<file path="src/rtl/logic_op_pipe.sv">
// rtl/logic_op_pipe.sv - multi-operand masked bitwise logic unit with elastic valid/ready pipeline
//
// Combines NUM_IN operands of WIDTH bits under a runtime opcode, with per-operand masking,
// and carries the result through STAGES elastic register stages.
//
// Ports:
//   clk_i      clock, rising edge
//   rst_i      asynchronous reset, active-high
//   valid_i    input transaction valid
//   ready_o    block can accept input this cycle
//   op_i       0 AND, 1 OR, 2 XOR, 3 NAND, 4 NOR, 5 XNOR, 6/7 reserved
//   mask_i     operand enable, bit k gates operand k
//   data_i     operands, operand k = data_i[k*WIDTH +: WIDTH]
//   valid_o    result valid
//   ready_i    downstream accepts result
//   y_o        bitwise result
//   red_and_o  &y_o
//   red_or_o   |y_o
//   err_o      result came from a reserved opcode
//   txn_cnt_o  count of output handshakes, wraps at 16 bits

module logic_op_pipe #(
  parameter int WIDTH  = 8,
  parameter int NUM_IN = 4,
  parameter int STAGES = 2
) (
  input  logic                      clk_i,
  input  logic                      rst_i,
  input  logic                      valid_i,
  output logic                      ready_o,
  input  logic [2:0]                op_i,
  input  logic [NUM_IN-1:0]         mask_i,
  input  logic [NUM_IN*WIDTH-1:0]   data_i,
  output logic                      valid_o,
  input  logic                      ready_i,
  output logic [WIDTH-1:0]          y_o,
  output logic                      red_and_o,
  output logic                      red_or_o,
  output logic                      err_o,
  output logic [15:0]               txn_cnt_o
);

  // Stage payload: {err, red_and, red_or, y}
  localparam int PW = WIDTH + 3;

  logic [WIDTH-1:0]  and_all;
  logic [WIDTH-1:0]  or_all;
  logic [WIDTH-1:0]  xor_all;
  logic [WIDTH-1:0]  y_d;
  logic              err_d;
  logic [PW-1:0]     res_d;
  logic [STAGES-1:0] stg_v;
  logic [STAGES-1:0] stg_ld;
  logic [PW-1:0]     stg_q [STAGES];
  logic [15:0]       txn_cnt_q;

  // Masked-off operands become the identity of their op class, so a disabled operand
  // never influences the reduction. The chain lives in per-iteration signals to keep
  // each accumulator a distinct net.
  for (genvar k = 0; k < NUM_IN; k++) begin : g_opnd
    logic [WIDTH-1:0] one_in;
    logic [WIDTH-1:0] zero_in;
    logic [WIDTH-1:0] and_acc;
    logic [WIDTH-1:0] or_acc;
    logic [WIDTH-1:0] xor_acc;

    assign one_in  = mask_i[k] ? data_i[k*WIDTH +: WIDTH] : {WIDTH{1'b1}};
    assign zero_in = mask_i[k] ? data_i[k*WIDTH +: WIDTH] : {WIDTH{1'b0}};

    if (k == 0) begin : g_first
      assign and_acc = one_in;
      assign or_acc  = zero_in;
      assign xor_acc = zero_in;
    end else begin : g_next
      assign and_acc = g_opnd[k-1].and_acc & one_in;
      assign or_acc  = g_opnd[k-1].or_acc  | zero_in;
      assign xor_acc = g_opnd[k-1].xor_acc ^ zero_in;
    end
  end

  assign and_all = g_opnd[NUM_IN-1].and_acc;
  assign or_all  = g_opnd[NUM_IN-1].or_acc;
  assign xor_all = g_opnd[NUM_IN-1].xor_acc;

  // Inverting ops invert the full reduction, not a pairwise chain.
  always_comb begin
    y_d   = '0;
    err_d = 1'b0;
    case (op_i)
      3'd0:    y_d = and_all;
      3'd1:    y_d = or_all;
      3'd2:    y_d = xor_all;
      3'd3:    y_d = ~and_all;
      3'd4:    y_d = ~or_all;
      3'd5:    y_d = ~xor_all;
      default: err_d = 1'b1;
    endcase
  end

  assign res_d = {err_d, &y_d, |y_d, y_d};

  // A stage loads when it or any stage after it is empty, or the sink is taking data.
  // This is the recursive "empty or next loading" rule flattened, so ready_o is a
  // single combinational path from ready_i and the valid bits.
  for (genvar k = 0; k < STAGES; k++) begin : g_ld
    assign stg_ld[k] = ready_i || !(&stg_v[STAGES-1:k]);
  end

  for (genvar k = 0; k < STAGES; k++) begin : g_stage
    logic          v_in;
    logic [PW-1:0] d_in;
    logic          v_q;
    logic [PW-1:0] q_q;

    if (k == 0) begin : g_head
      assign v_in = valid_i;
      assign d_in = res_d;
    end else begin : g_body
      assign v_in = stg_v[k-1];
      assign d_in = stg_q[k-1];
    end

    // Payload only updates on a real transaction, so bubbles do not disturb held data.
    always_ff @(posedge clk_i or posedge rst_i) begin
      if (rst_i) begin
        v_q <= 1'b0;
        q_q <= '0;
      end else if (stg_ld[k]) begin
        v_q <= v_in;
        if (v_in) begin
          q_q <= d_in;
        end
      end
    end

    assign stg_v[k] = v_q;
    assign stg_q[k] = q_q;
  end

  always_ff @(posedge clk_i or posedge rst_i) begin
    if (rst_i) begin
      txn_cnt_q <= 16'd0;
    end else if (valid_o && ready_i) begin
      txn_cnt_q <= txn_cnt_q + 16'd1;
    end
  end

  assign ready_o   = stg_ld[0];
  assign valid_o   = stg_v[STAGES-1];
  assign err_o     = stg_q[STAGES-1][PW-1];
  assign red_and_o = stg_q[STAGES-1][PW-2];
  assign red_or_o  = stg_q[STAGES-1][PW-3];
  assign y_o       = stg_q[STAGES-1][WIDTH-1:0];
  assign txn_cnt_o = txn_cnt_q;

endmodule

</file>
<file path="config.mk">
export PLATFORM = sky130hd
export DESIGN_NAME = logic_op_pipe
export DESIGN_NICKNAME = d
export VERILOG_FILES = /design/src/rtl/logic_op_pipe.sv
export SDC_FILE = /design/constraint.sdc
export NUM_CORES = 1
export LEC_CHECK = 0
export BUFFER_PORTS_ARGS = -buffer_cell sky130_fd_sc_hd__buf_2
export CELL_PAD_IN_SITES_DETAIL_PLACEMENT = 0
export CELL_PAD_IN_SITES_GLOBAL_PLACEMENT = 1
export CORE_UTILIZATION = 43
export DETAILED_ROUTE_END_ITERATION = 8
export GPL_TIMING_DRIVEN = 0
export PLACE_DENSITY = 0.82
export SYNTH_ARGS = -nofsm -noshare
export SYNTH_HDL_FRONTEND = slang
export SYNTH_SLANG_ARGS = --single-unit
</file>
<file path="constraint.sdc">
create_clock -name clk_i -period 2.35 [get_ports clk_i]
set_clock_uncertainty 0.1 [all_clocks]
set_input_delay 0.1175 -clock clk_i [delete_from_list [all_inputs] [get_ports clk_i]]
set_output_delay 0.1175 -clock clk_i [all_outputs]
set_load 0.005 [all_outputs]
</file>
==> impl_metrics.json, run 1 <==
{
  "run_status": "finished, final reports clean",
  "ys_types": 56,
  "grt_pass1_wl_um": 10500,
  "rsz0062_at_grt": "no",
  "cts.path.max_buffers": 2,
  "die_area_sq_um": 6690,
  "syn_inst": 285,
  "criticalPathCategory": "input port to register",
  "yosys.area.top_type": "dfrtp_1",
  "ir_worst_vdd_mv": 0.449,
  "drt_wl_total_um": 6370,
  "path_cells": "buf_2, buf_4, nand2_1, ha_1, xor2_1, xnor2_1, nor2b_1, or3_4, nor3b_1, a32o_2",
  "async_flop_share": 1.00,
  "antenna_found_initial": 0,
  "worst_ep_arrival_time_ns": 2.07,
  "slowest_stage": "or3_4",
  "critical-path-top-delay-family": "simple AND/OR/NAND/NOR gates",
  "powerDensity_nw_per_um2": 667,
  "drc": 0,
  "final_nets": 416,
  "drv_slew": 0,
  "ys_seq_area_frac": 0.366,
  "final_common_cell": "buf_2",
  "hold_start": "ready_i",
  "netlist_area_sq_um": 2740,
  "grt_max_degree": 41,
  "gp_congestion": 0.824,
  "ioPinCount": 72,
  "layout_common_cells": "buf_2, nand2_1, dfrtp_1, xnor2_1, mux2_2",
  "first_pass_iters": 4,
  "htree_levels": 2,
  "vias_per_cell": 5.33,
  "reg2reg_slack_ns": 0.43,
  "drtAntennaViolNets": 0,
  "path_buf_inv": 2,
  "hold_class": "input port to register",
  "holdBufCountCts": 2,
  "cts_made_buffers": 5,
  "cts_tree": "yes",
  "synth-seq-cells": 40,
  "p_leak_nw": 1.59,
  "dp_cells": 430,
  "antennaDiodeCount": 0,
  "port_buffers": 70,
  "start_kind": "input port",
  "yosysWarnings": 0,
  "worstMarginPinSlew_ns": 0.855,
  "max_freq_ghz": 0.504,
  "period_share": 0.844,
  "cts_setup_buffers": 0,
  "area_growth_pct": 21.7,
  "grt_pass1_vias": 2219,
  "syn_nets": 337,
  "vias": 2338,
  "post_cts_resized": 0,
  "r2r_start": "valid_o$_DFFE_PP0N_",
  "finalSetupViolations": 0,
  "maxCapViolCount": 0,
  "crit_path_max_incr_delay_ns": 0.37,
  "clk_pin_slew_worst_paths_ns": 0.08,
  "drive_gt1_frac": 0.332,
  "final.setup.tns_ns": 0,
  "rows": 28,
  "cp.required_ns": 2.44,
  "root_buffer": "clkbuf_8",
  "drt-initial-drc-count": 116,
  "core_area_sq_um": 6030,
  "hpwl_um": 4980,
  "fp.dieW_um": 81.8,
  "die_h_um": 81.8,
  "whs_path_depth": 3,
  "start_util": 0.454,
  "synthTopCellsByArea": "dfrtp_1, mux2_2, xnor2_1",
  "reg2reg_depth": 4,
  "grt-ovfl-total": 0,
  "wl_per_cell_um": 14.5,
  "reg2reg_to": "txn_cnt_o[15]$_DFFE_PP0P_",
  "synth_top_area_frac": 0.366,
  "synth_area_per_cell_sq_um": 9.61,
  "finalHoldViolations": 0,
  "holdPathEnd": "valid_o$_DFFE_PP0N_",
  "grt_use_total": 0.209,
  "stdcell_count": 439,
  "layout_min_cycle_time_ns": 1.98,
  "slew_headroom": 0.425,
  "cts.sinks": 40,
  "crit_fanout": 10,
  "setup.worst_path.end_class": "register",
  "synth_edf_count": 0,
  "fin_util": 0.553,
  "synth_flop_cell": "dfrtp_1",
  "clock_latency_ns": 0.30
}
## worst max path at each step
stage                                               end  depth (start not counted)  slack (ns)                 from
after floorplan           g_stage[0].q_q[9]$_DFFE_PP0P_                          9        0.36            mask_i[1]
final                     g_stage[0].q_q[9]$_DFFE_PP0P_                         10        0.37            mask_i[0]
after global placement    g_stage[0].q_q[9]$_DFFE_PP0P_                         10        0.06            mask_i[0]
after global routing          txn_cnt_o[15]$_DFFE_PP0P_                          4        0.22  valid_o$_DFFE_PP0N_
after detailed placement  g_stage[0].q_q[9]$_DFFE_PP0P_                         10        0.06            mask_i[0]
after CTS                 g_stage[0].q_q[9]$_DFFE_PP0P_                         10        0.36            mask_i[0]
## metrics by stage
step                hold WS, ns  instance area, sq um  setup slack (ns)  power, mW
floorplan                 0.126                  2740             0.364       1.33
global placement          0.259                  3180            0.0600       1.56
detailed placement        0.232                  3180            0.0569       1.58
CTS                      0.0381                  3330             0.363       2.24
global route             0.0625                  3330             0.221       2.38
finish                   0.0429                  3330             0.366       2.22
## worst min-delay path: stages
cell      delay [ns]
buf_2           0.11
nand2b_1        0.12
nand2b_1        0.05
## cell usage after synthesis, types with 3 or more instances
| library cell | n |
|---|---|
| nand2_2 | 4 |
| nand2b_1 | 17 |
| o21ai_0 | 7 |
| mux2_2 | 18 |
| o211ai_1 | 3 |
| a31oi_1 | 3 |
| buf_2 | 4 |
| o2111a_1 | 3 |
| nor4_1 | 4 |
| dfrtp_1 | 40 |
| nand3_1 | 14 |
| ha_1 | 9 |
| inv_1 | 6 |
| nor2b_1 | 7 |
| xnor2_1 | 21 |
| xor2_1 | 4 |
| nand2_1 | 47 |
| clkbuf_1 | 4 |
| nand4_1 | 3 |
| a21oi_1 | 3 |
| o22ai_1 | 5 |
| nor2_1 | 7 |
| nor3_1 | 7 |
## state kept, by name, indices dropped and copies added, names as in the netlist
| signal | flops |
|---|---|
| g_stage.q_q | 22 |
| valid_o | 1 |
| txn_cnt_o | 16 |
| g_stage.v_q | 1 |
## report_power, final
group          switching, mW  internal (mW)
registers              0.103          0.821
logic                  0.304          0.334
clock network          0.243          0.418
## final cells by class
class,count,area (sq um)
Fill cell,567,2700
Multi-Input combinational cell,227,1650
Sequential cell,40,1000
Timing Repair Buffer,72,370
Tap cell,75,93.8
Clock buffer,5,68.8
Buffer,11,65.1
Clock inverter,2,60.1
Inverter,7,26.3
## per-layer routing
layer | track usage | share of wire | wire, um | vias to the layer above
met5 | 0 | 0 | 0 | -
met4 | 0.0421 | 0.0086 | 55 | 0
met3 | 0.0478 | 0.056 | 359 | 7
met2 | 0.340 | 0.46 | 2950 | 60
met1 | 0.283 | 0.47 | 3010 | 1092
li1 | - | - | - | 1179
## kinds of logic after synthesis
logic type	Yosys count	share of synthesized area
DFF	40	0.366
xor gates and xnor gates	29	0.109
AOI/OAI and AO/OA	42	0.118
and+or+nand+nor	126	0.245
muxes	21	0.0868
adders and majority gates	9	0.0411
buffers and inverters	18	0.0334
No activity file was read; power rests on OpenSTA's default activity.
==> inputs of run 2 (changes only) <==
--- a/config.mk
+++ b/config.mk
@@ -5,13 +5,14 @@
 export SDC_FILE = /design/constraint.sdc
 export NUM_CORES = 1
 export LEC_CHECK = 0
+export ABC_AREA = 1
 export BUFFER_PORTS_ARGS = -buffer_cell sky130_fd_sc_hd__buf_2
 export CELL_PAD_IN_SITES_DETAIL_PLACEMENT = 0
 export CELL_PAD_IN_SITES_GLOBAL_PLACEMENT = 1
-export CORE_UTILIZATION = 43
+export CORE_UTILIZATION = 34
 export DETAILED_ROUTE_END_ITERATION = 8
 export GPL_TIMING_DRIVEN = 0
-export PLACE_DENSITY = 0.82
+export PLACE_DENSITY = 0.74
 export SYNTH_ARGS = -nofsm -noshare
 export SYNTH_HDL_FRONTEND = slang
 export SYNTH_SLANG_ARGS = --single-unit
==> constraint.sdc (replaced) <==
create_clock -name clk_i -period 1.6 [get_ports clk_i]
set_clock_uncertainty 0.1 [all_clocks]
set_input_delay 0.08 -clock clk_i [delete_from_list [all_inputs] [get_ports clk_i]]
set_output_delay 0.08 -clock clk_i [all_outputs]
set_load 0.005 [all_outputs]
==> run 2 against run 1 <==
Effect of this change: area after synthesis rose by 6.5%; total power rose by 43%; sequential share of layout area fell by 4.8 points; critical endpoint is now txn_cnt_o[14]$_DFFE_PP0P_; synthesized cell count rose by 52%; the flow now finishes with violations (negative setup slack); wire length rose by 24%; utilization fell by 7.2 points; global-route usage fell by 2.3 points; sequential power rose by 45%; via count rose by 30%; die area rose by 34%.
==> impl_metrics.json, run 2 <==
{
  "synth_flop_cell": "dfrtp_1",
  "grt_pass1_wl_um": 12800,
  "root_buffer": "clkbuf_8",
  "stdcell_count": 638,
  "fin_util": 0.481,
  "largest_reg_flops": 22,
  "clock_latency_ns": 0.29,
  "switching_power_mw": 1.07,
  "nFillCells": 860,
  "maxCapViolCount": 0,
  "drc": 0,
  "port_buffers": 69,
  "layout_min_cycle_time_ns": 1.71,
  "design_area_sq_um": 3970,
  "cts.sinks": 40,
  "cts_tree": "yes",
  "criticalPathCategory": "register to register",
  "vias": 3031,
  "crit_fanout": 4,
  "sw_frac_of_total": 0.335,
  "die_area_sq_um": 8950,
  "clk_pin_slew_worst_paths_ns": 0.08,
  "synth_area_per_cell_sq_um": 6.75,
  "slew_headroom": 0.459,
  "placed_cell_area_sq_um": 3410,
  "htree_levels": 2,
  "first_pass_iters": 4,
  "wl_per_cell_um": 12.4,
  "die_h_um": 94.6,
  "setup_ws_ns": -0.107,
  "fp.dieW_um": 94.6,
  "seq_power_share": 0.420,
  "run_status": "finished with violations",
  "period_share": 1.07,
  "hpwl_um": 5690,
  "regMostFlops": "g_stage.q_q",
  "drive_gt1_frac": 0.332,
  "drt-initial-drc-count": 129,
  "drtAntennaViolNets": 0,
  "rsz0062_at_grt": "yes",
  "final.setup.tns_ns": -0.396,
  "ys_seq_area_frac": 0.343,
  "dp_cells": 606,
  "cts_made_buffers": 5,
  "yosysWarnings": 0,
  "drv_slew": 0,
  "ioPinCount": 72,
  "ys_types": 27,
  "synth_top_area_frac": 0.343,
  "syn_inst": 432,
  "yosys.area.top_type": "dfrtp_1",
  "netlist_area_sq_um": 2920,
  "setup.worst_path.end_class": "register",
  "final_nets": 584,
  "pwr-share-clk": 0.215,
  "syn_nets": 484,
  "drt_wl_total_um": 7920,
  "yosys.cell_count.top_type": "nand2_1",
  "finalHoldViolations": 0,
  "yosys-top-cells-count": "nand2_1, inv_1, dfrtp_1, nand3_1, nor2_1",
  "final_common_cell": "nand2_1",
  "ir_worst_vdd_mv": 0.365,
  "failed_checks": "negative setup slack",
  "antenna_found_initial": 0,
  "grt_pass1_vias": 2707,
  "worstMarginPinSlew_ns": 0.810,
  "vias_per_cell": 4.75,
  "gp_congestion": 0.767,
  "start_kind": "register",
  "start_util": 0.353,
  "core_area_sq_um": 8260,
  "powerDensity_nw_per_um2": 800,
  "hold_class": "input port to register",
  "rows": 33,
  "worst_ep_arrival_time_ns": 1.79,
  "cp.required_ns": 1.68,
  "p_comb_frac": 0.364,
  "synth_edf_count": 0,
  "p_leak_nw": 2.15,
  "area_growth_pct": 36.2,
  "grt_use_total": 0.186,
  "antennaDiodeCount": 0,
  "finalSetupViolations": 5,
  "async_flop_share": 1.00,
  "layout_common_cells": "nand2_1, buf_2, inv_1, dfrtp_1, nand3_1",
  "synth-seq-cells": 40,
  "synthTopCellsByArea": "dfrtp_1, nand2_1, inv_1",
  "grt-ovfl-total": 0,
  "grt_max_degree": 41,
  "p_int_mw": 2.11,
  "cts.path.max_buffers": 2,
  "max_freq_ghz": 0.586
}
-- run 2: layout make-up --
class,instances,area (sq um),area share
Buffer,7,63.8,0.0161
Clock inverter,1,7.51,0.00189
Inverter,58,218,0.0548
Clock buffer,7,86.3,0.0217
Tap cell,105,131,0.0331
Multi-Input combinational cell,326,1890,0.476
Timing Repair Buffer,94,573,0.144
Sequential cell,40,1000,0.252
-- run 2: critical path: stages, from the launching register on --
cell,delay [ns]
dfrtp_1,0.40
ha_2,0.21
nand3_2,0.10
nor2_4,0.10
nand4_1,0.10
nand3b_1,0.22
nor2_2,0.12
nand4_1,0.10
xnor2_1,0.14
-- run 2: cells by family after synthesis --
group | synth area share
and+or+nand+nor | 0.379
buffers and inverters | 0.0918
DFF | 0.343
AOI/OAI and AO/OA | 0.0700
xor gates and xnor gates | 0.0421
muxes | 0.0348
adders and majority gates | 0.0386
-- run 2: repair_timing --
item / 4_1_cts / 5_1_grt
hold buffers: 3 / 0
hold endpoints to repair: 42 / 0
resized for setup: 10 / 59
pin swaps: 9 / 27
setup endpoints to repair: 17 / 13
gates cloned: 2 / 0
buffers inserted: 8 / 12
-- run 2: final timing paths --
| check | startpoint | to | slack, ns | cells past startpoint |
|---|---|---|---|---|
| min in group asynchronous | rst_i | txn_cnt_o[10]$_DFFE_PP0P_ | 0.38 | 3 |
| worst max-delay path | txn_cnt_o[1]$_DFFE_PP0P_ | txn_cnt_o[14]$_DFFE_PP0P_ | -0.11 | 8 |
| worst max register to register | txn_cnt_o[1]$_DFFE_PP0P_ | txn_cnt_o[14]$_DFFE_PP0P_ | -0.11 | 8 |
| worst min-delay path | ready_i | txn_cnt_o[0]$_DFFE_PP0P_ | 0.02 | 3 |
| max in group asynchronous | rst_i | valid_o$_DFFE_PP0N_ | 0.49 | 3 |
| worst min register to register | txn_cnt_o[15]$_DFFE_PP0P_ | txn_cnt_o[15]$_DFFE_PP0P_ | 0.37 | 1 |
-- run 2: power by group through the flow --
stage / sequential (mW) / clock, mW / combinational [mW]
finish: 1.34 / 0.684 / 1.16
global route: 1.37 / 0.752 / 1.31
CTS: 1.34 / 0.702 / 1.02
detailed placement: 1.37 / 0 / 0.906
global placement: 1.36 / 0 / 0.894
floorplan: 1.36 / 0 / 0.557
-- run 2: metal layers --
metal  wire (um)  part of all wire  up-vias  track usage
li1            -                 -     1565            -
met1        3680              0.46     1372        0.248
met2        3740              0.47       83        0.309
met3         378             0.048       11       0.0217
met4         125             0.016        0       0.0644
met5           0                 0        -            0
-- run 2: stage by stage --
stage | worst slack [ns] | power (mW) | hold WS [ns]
6_report | -0.107 | 3.18 | 0.0202
5_1_grt | -0.254 | 3.43 | 0.0367
4_1_cts | -0.164 | 3.06 | 0.0149
3_5_place_dp | -0.465 | 2.27 | 0.182
3_3_place_gp | -0.463 | 2.25 | 0.193
2_1_floorplan | -0.0721 | 1.92 | 0.101
==> inputs of run 3 (changes only) <==
--- a/config.mk
+++ b/config.mk
@@ -5,14 +5,13 @@
 export SDC_FILE = /design/constraint.sdc
 export NUM_CORES = 1
 export LEC_CHECK = 0
-export ABC_AREA = 1
 export BUFFER_PORTS_ARGS = -buffer_cell sky130_fd_sc_hd__buf_2
 export CELL_PAD_IN_SITES_DETAIL_PLACEMENT = 0
 export CELL_PAD_IN_SITES_GLOBAL_PLACEMENT = 1
-export CORE_UTILIZATION = 34
+export CORE_UTILIZATION = 36
 export DETAILED_ROUTE_END_ITERATION = 8
 export GPL_TIMING_DRIVEN = 0
-export PLACE_DENSITY = 0.74
+export PLACE_DENSITY = 0.73
 export SYNTH_ARGS = -nofsm -noshare
 export SYNTH_HDL_FRONTEND = slang
 export SYNTH_SLANG_ARGS = --single-unit
==> run 3 against run 2 <==
Effect of this change: the flow still finishes with violations (negative setup slack); sequential cell count unchanged; first-iteration DRC count decreased by 44%; final area fell by 10%; maximum frequency grew 0.26%; die area is 11% lower; wire length fell by 18%; worst setup slack improved by 0.0043 ns; register-to-register slack improved by 0.17 ns; count of clock-buffer cells in the layout shrank 1; via count decreased by 20%.
==> impl_metrics.json, run 3 (synthesized netlist as in run 1, its figures left out) <==
{
  "hold_class": "input port to register",
  "die_h_um": 89.2,
  "cts.sinks": 40,
  "port_buffers": 70,
  "first_pass_iters": 5,
  "vias_per_cell": 5.16,
  "clk_pin_slew_worst_paths_ns": 0.08,
  "fp.dieW_um": 89.2,
  "crit_fanout": 6,
  "finalHoldViolations": 0,
  "drt_wl_total_um": 6520,
  "run_status": "finished with violations",
  "clock_latency_ns": 0.28,
  "setup_ws_ns": -0.103,
  "nFillCells": 749,
  "switching_power_mw": 0.996,
  "cts_tree": "yes",
  "drtAntennaViolNets": 0,
  "holdPathEnd": "valid_o$_DFFE_PP0N_",
  "cts_made_buffers": 5,
  "rows": 31,
  "antennaDiodeCount": 0,
  "worstMarginPinSlew_ns": 0.829,
  "rsz0062_at_grt": "yes",
  "setup.worst_path.end_class": "register",
  "post-place-ws_ns": -0.597,
  "max_freq_ghz": 0.587,
  "p_comb_frac": 0.324,
  "hpwl_um": 5070,
  "powerDensity_nw_per_um2": 900,
  "period_share": 1.06,
  "gp_congestion": 0.829,
  "vias": 2416,
  "start_kind": "input port",
  "regMostFlops": "g_stage.q_q",
  "drc": 0,
  "grt_pass1_wl_um": 10500,
  "htree_levels": 2,
  "drt-initial-drc-count": 72,
  "p_int_mw": 2.21,
  "grt-ovfl-total": 0,
  "final_nets": 420,
  "reg2reg_slack_ns": 0.06,
  "criticalPathCategory": "input port to register",
  "grt_pass1_vias": 2215,
  "drive_gt1_frac": 0.404,
  "grt_use_total": 0.169,
  "finalSetupViolations": 1,
  "failed_checks": "negative setup slack",
  "seq_power_share": 0.426,
  "drv_slew": 0,
  "final_common_cell": "buf_2",
  "antenna_found_initial": 0,
  "layout_min_cycle_time_ns": 1.70,
  "reg2reg_to": "g_stage[0].q_q[3]$_DFFE_PP0P_",
  "core_area_sq_um": 7290,
  "cp.required_ns": 1.68,
  "ir_worst_vdd_mv": 0.483,
  "r2r_start": "valid_o$_DFFE_PP0N_",
  "ioPinCount": 72,
  "grt_max_degree": 41,
  "p_leak_nw": 1.69,
  "maxCapViolCount": 0,
  "final.setup.tns_ns": -0.103,
  "whs_path_depth": 3,
  "cts.path.max_buffers": 2,
  "reg2reg_depth": 4,
  "area_growth_pct": 30.3,
  "die_area_sq_um": 7960,
  "power_mw": 3.21,
  "worst_ep_arrival_time_ns": 1.78,
  "slew_headroom": 0.446,
  "wl_per_cell_um": 13.9,
  "start_util": 0.375,
  "sw_frac_of_total": 0.310,
  "largest_reg_flops": 22,
  "hold_start": "ready_i",
  "root_buffer": "clkbuf_8",
  "pwr-share-clk": 0.250,
  "layout_common_cells": "buf_2, nand2_1, dfrtp_1, xnor2_1, mux2_2"
}
==> run 3: changes by cell type in the layout (fill, tap and decap cells not counted), sizes merged, moves of 15 or more <==
cell    previous run  this run
buf               97        82
inv               58         7
nand2            158        51
nand2b             0        18
nand3             36        15
nor2              36         7
o21ai             29         8
xnor2              8        23
==> run 3: worst max path at each step <==
stage	start	to	slack, ns	depth (start not counted)
6_report	mask_i[1]	g_stage[0].q_q[9]$_DFFE_PP0P_	-0.10	10
3_5_place_dp	mask_i[0]	g_stage[0].q_q[9]$_DFFE_PP0P_	-0.60	10
4_1_cts	mask_i[1]	g_stage[0].q_q[9]$_DFFE_PP0P_	-0.12	10
5_1_grt	mask_i[1]	g_stage[0].q_q[9]$_DFFE_PP0P_	-0.14	10
3_3_place_gp	mask_i[0]	g_stage[0].q_q[9]$_DFFE_PP0P_	-0.57	10
2_1_floorplan	mask_i[0]	g_stage[0].q_q[9]$_DFFE_PP0P_	-0.24	9
==> run 3: per-layer routing <==
metal,vias to the layer above,part of all wire,global-route usage
met5,-,0,0
met4,0,0.0046,0.0216
met3,5,0.048,0.0268
met2,61,0.50,0.288
met1,1166,0.45,0.232
li1,1184,-,-
==> run 3: final cells by class <==
| class | instances | area (sq um) | share of cell area |
|---|---|---|---|
| Buffer | 9 | 70.1 | 0.0196 |
| Clock buffer | 6 | 72.6 | 0.0203 |
| Clock inverter | 2 | 35.0 | 0.00982 |
| Inverter | 7 | 26.3 | 0.00737 |
| Multi-Input combinational cell | 227 | 1800 | 0.505 |
| Sequential cell | 40 | 1000 | 0.281 |
| Tap cell | 99 | 124 | 0.0347 |
| Timing Repair Buffer | 78 | 435 | 0.122 |
==> run 3: worst max-delay path: stages <==
cell and delay [ns]:
buf_8 0.07, buf_8 0.11, nand2_4 0.05, ha_4 0.25
xor2_1 0.17, xnor2_1 0.12, nor2b_1 0.14, or3_4 0.38
nor3b_4 0.16, a32o_2 0.25
==> run 3: power groups by stage <==
stage | sequential, mW | clock [mW] | combinational, mW
CTS | 1.37 | 0.818 | 0.979
detailed placement | 1.39 | 0 | 0.954
global placement | 1.38 | 0 | 0.936
global route | 1.41 | 0.861 | 1.17
floorplan | 1.37 | 0 | 0.606
finish | 1.37 | 0.803 | 1.04
==> run 3: metrics by stage <==
| step | hold slack, ns | instances | util | area [sq um] |
|---|---|---|---|---|
| 2_1_floorplan | 0.0884 | 285 | - | 2790 |
| 3_3_place_gp | 0.205 | 454 | 0.448 | 3270 |
| 3_5_place_dp | 0.193 | 454 | 0.448 | 3270 |
| 4_1_cts | 0.0109 | 463 | 0.469 | 3420 |
| 5_1_grt | 0.0271 | 468 | 0.489 | 3570 |
| 6_report | 0.0168 | 468 | 0.489 | 3570 |
==> run 3: what timing repair did <==
item | 4_1_cts | 5_1_grt
setup endpoints to repair | 23 | 11
cloned | 0 | 0
hold buffers | 2 | 0
hold endpoints to repair | 41 | 0
setup buffers | 1 | 5
gates resized for setup | 8 | 24
pin swaps | 3 | 18
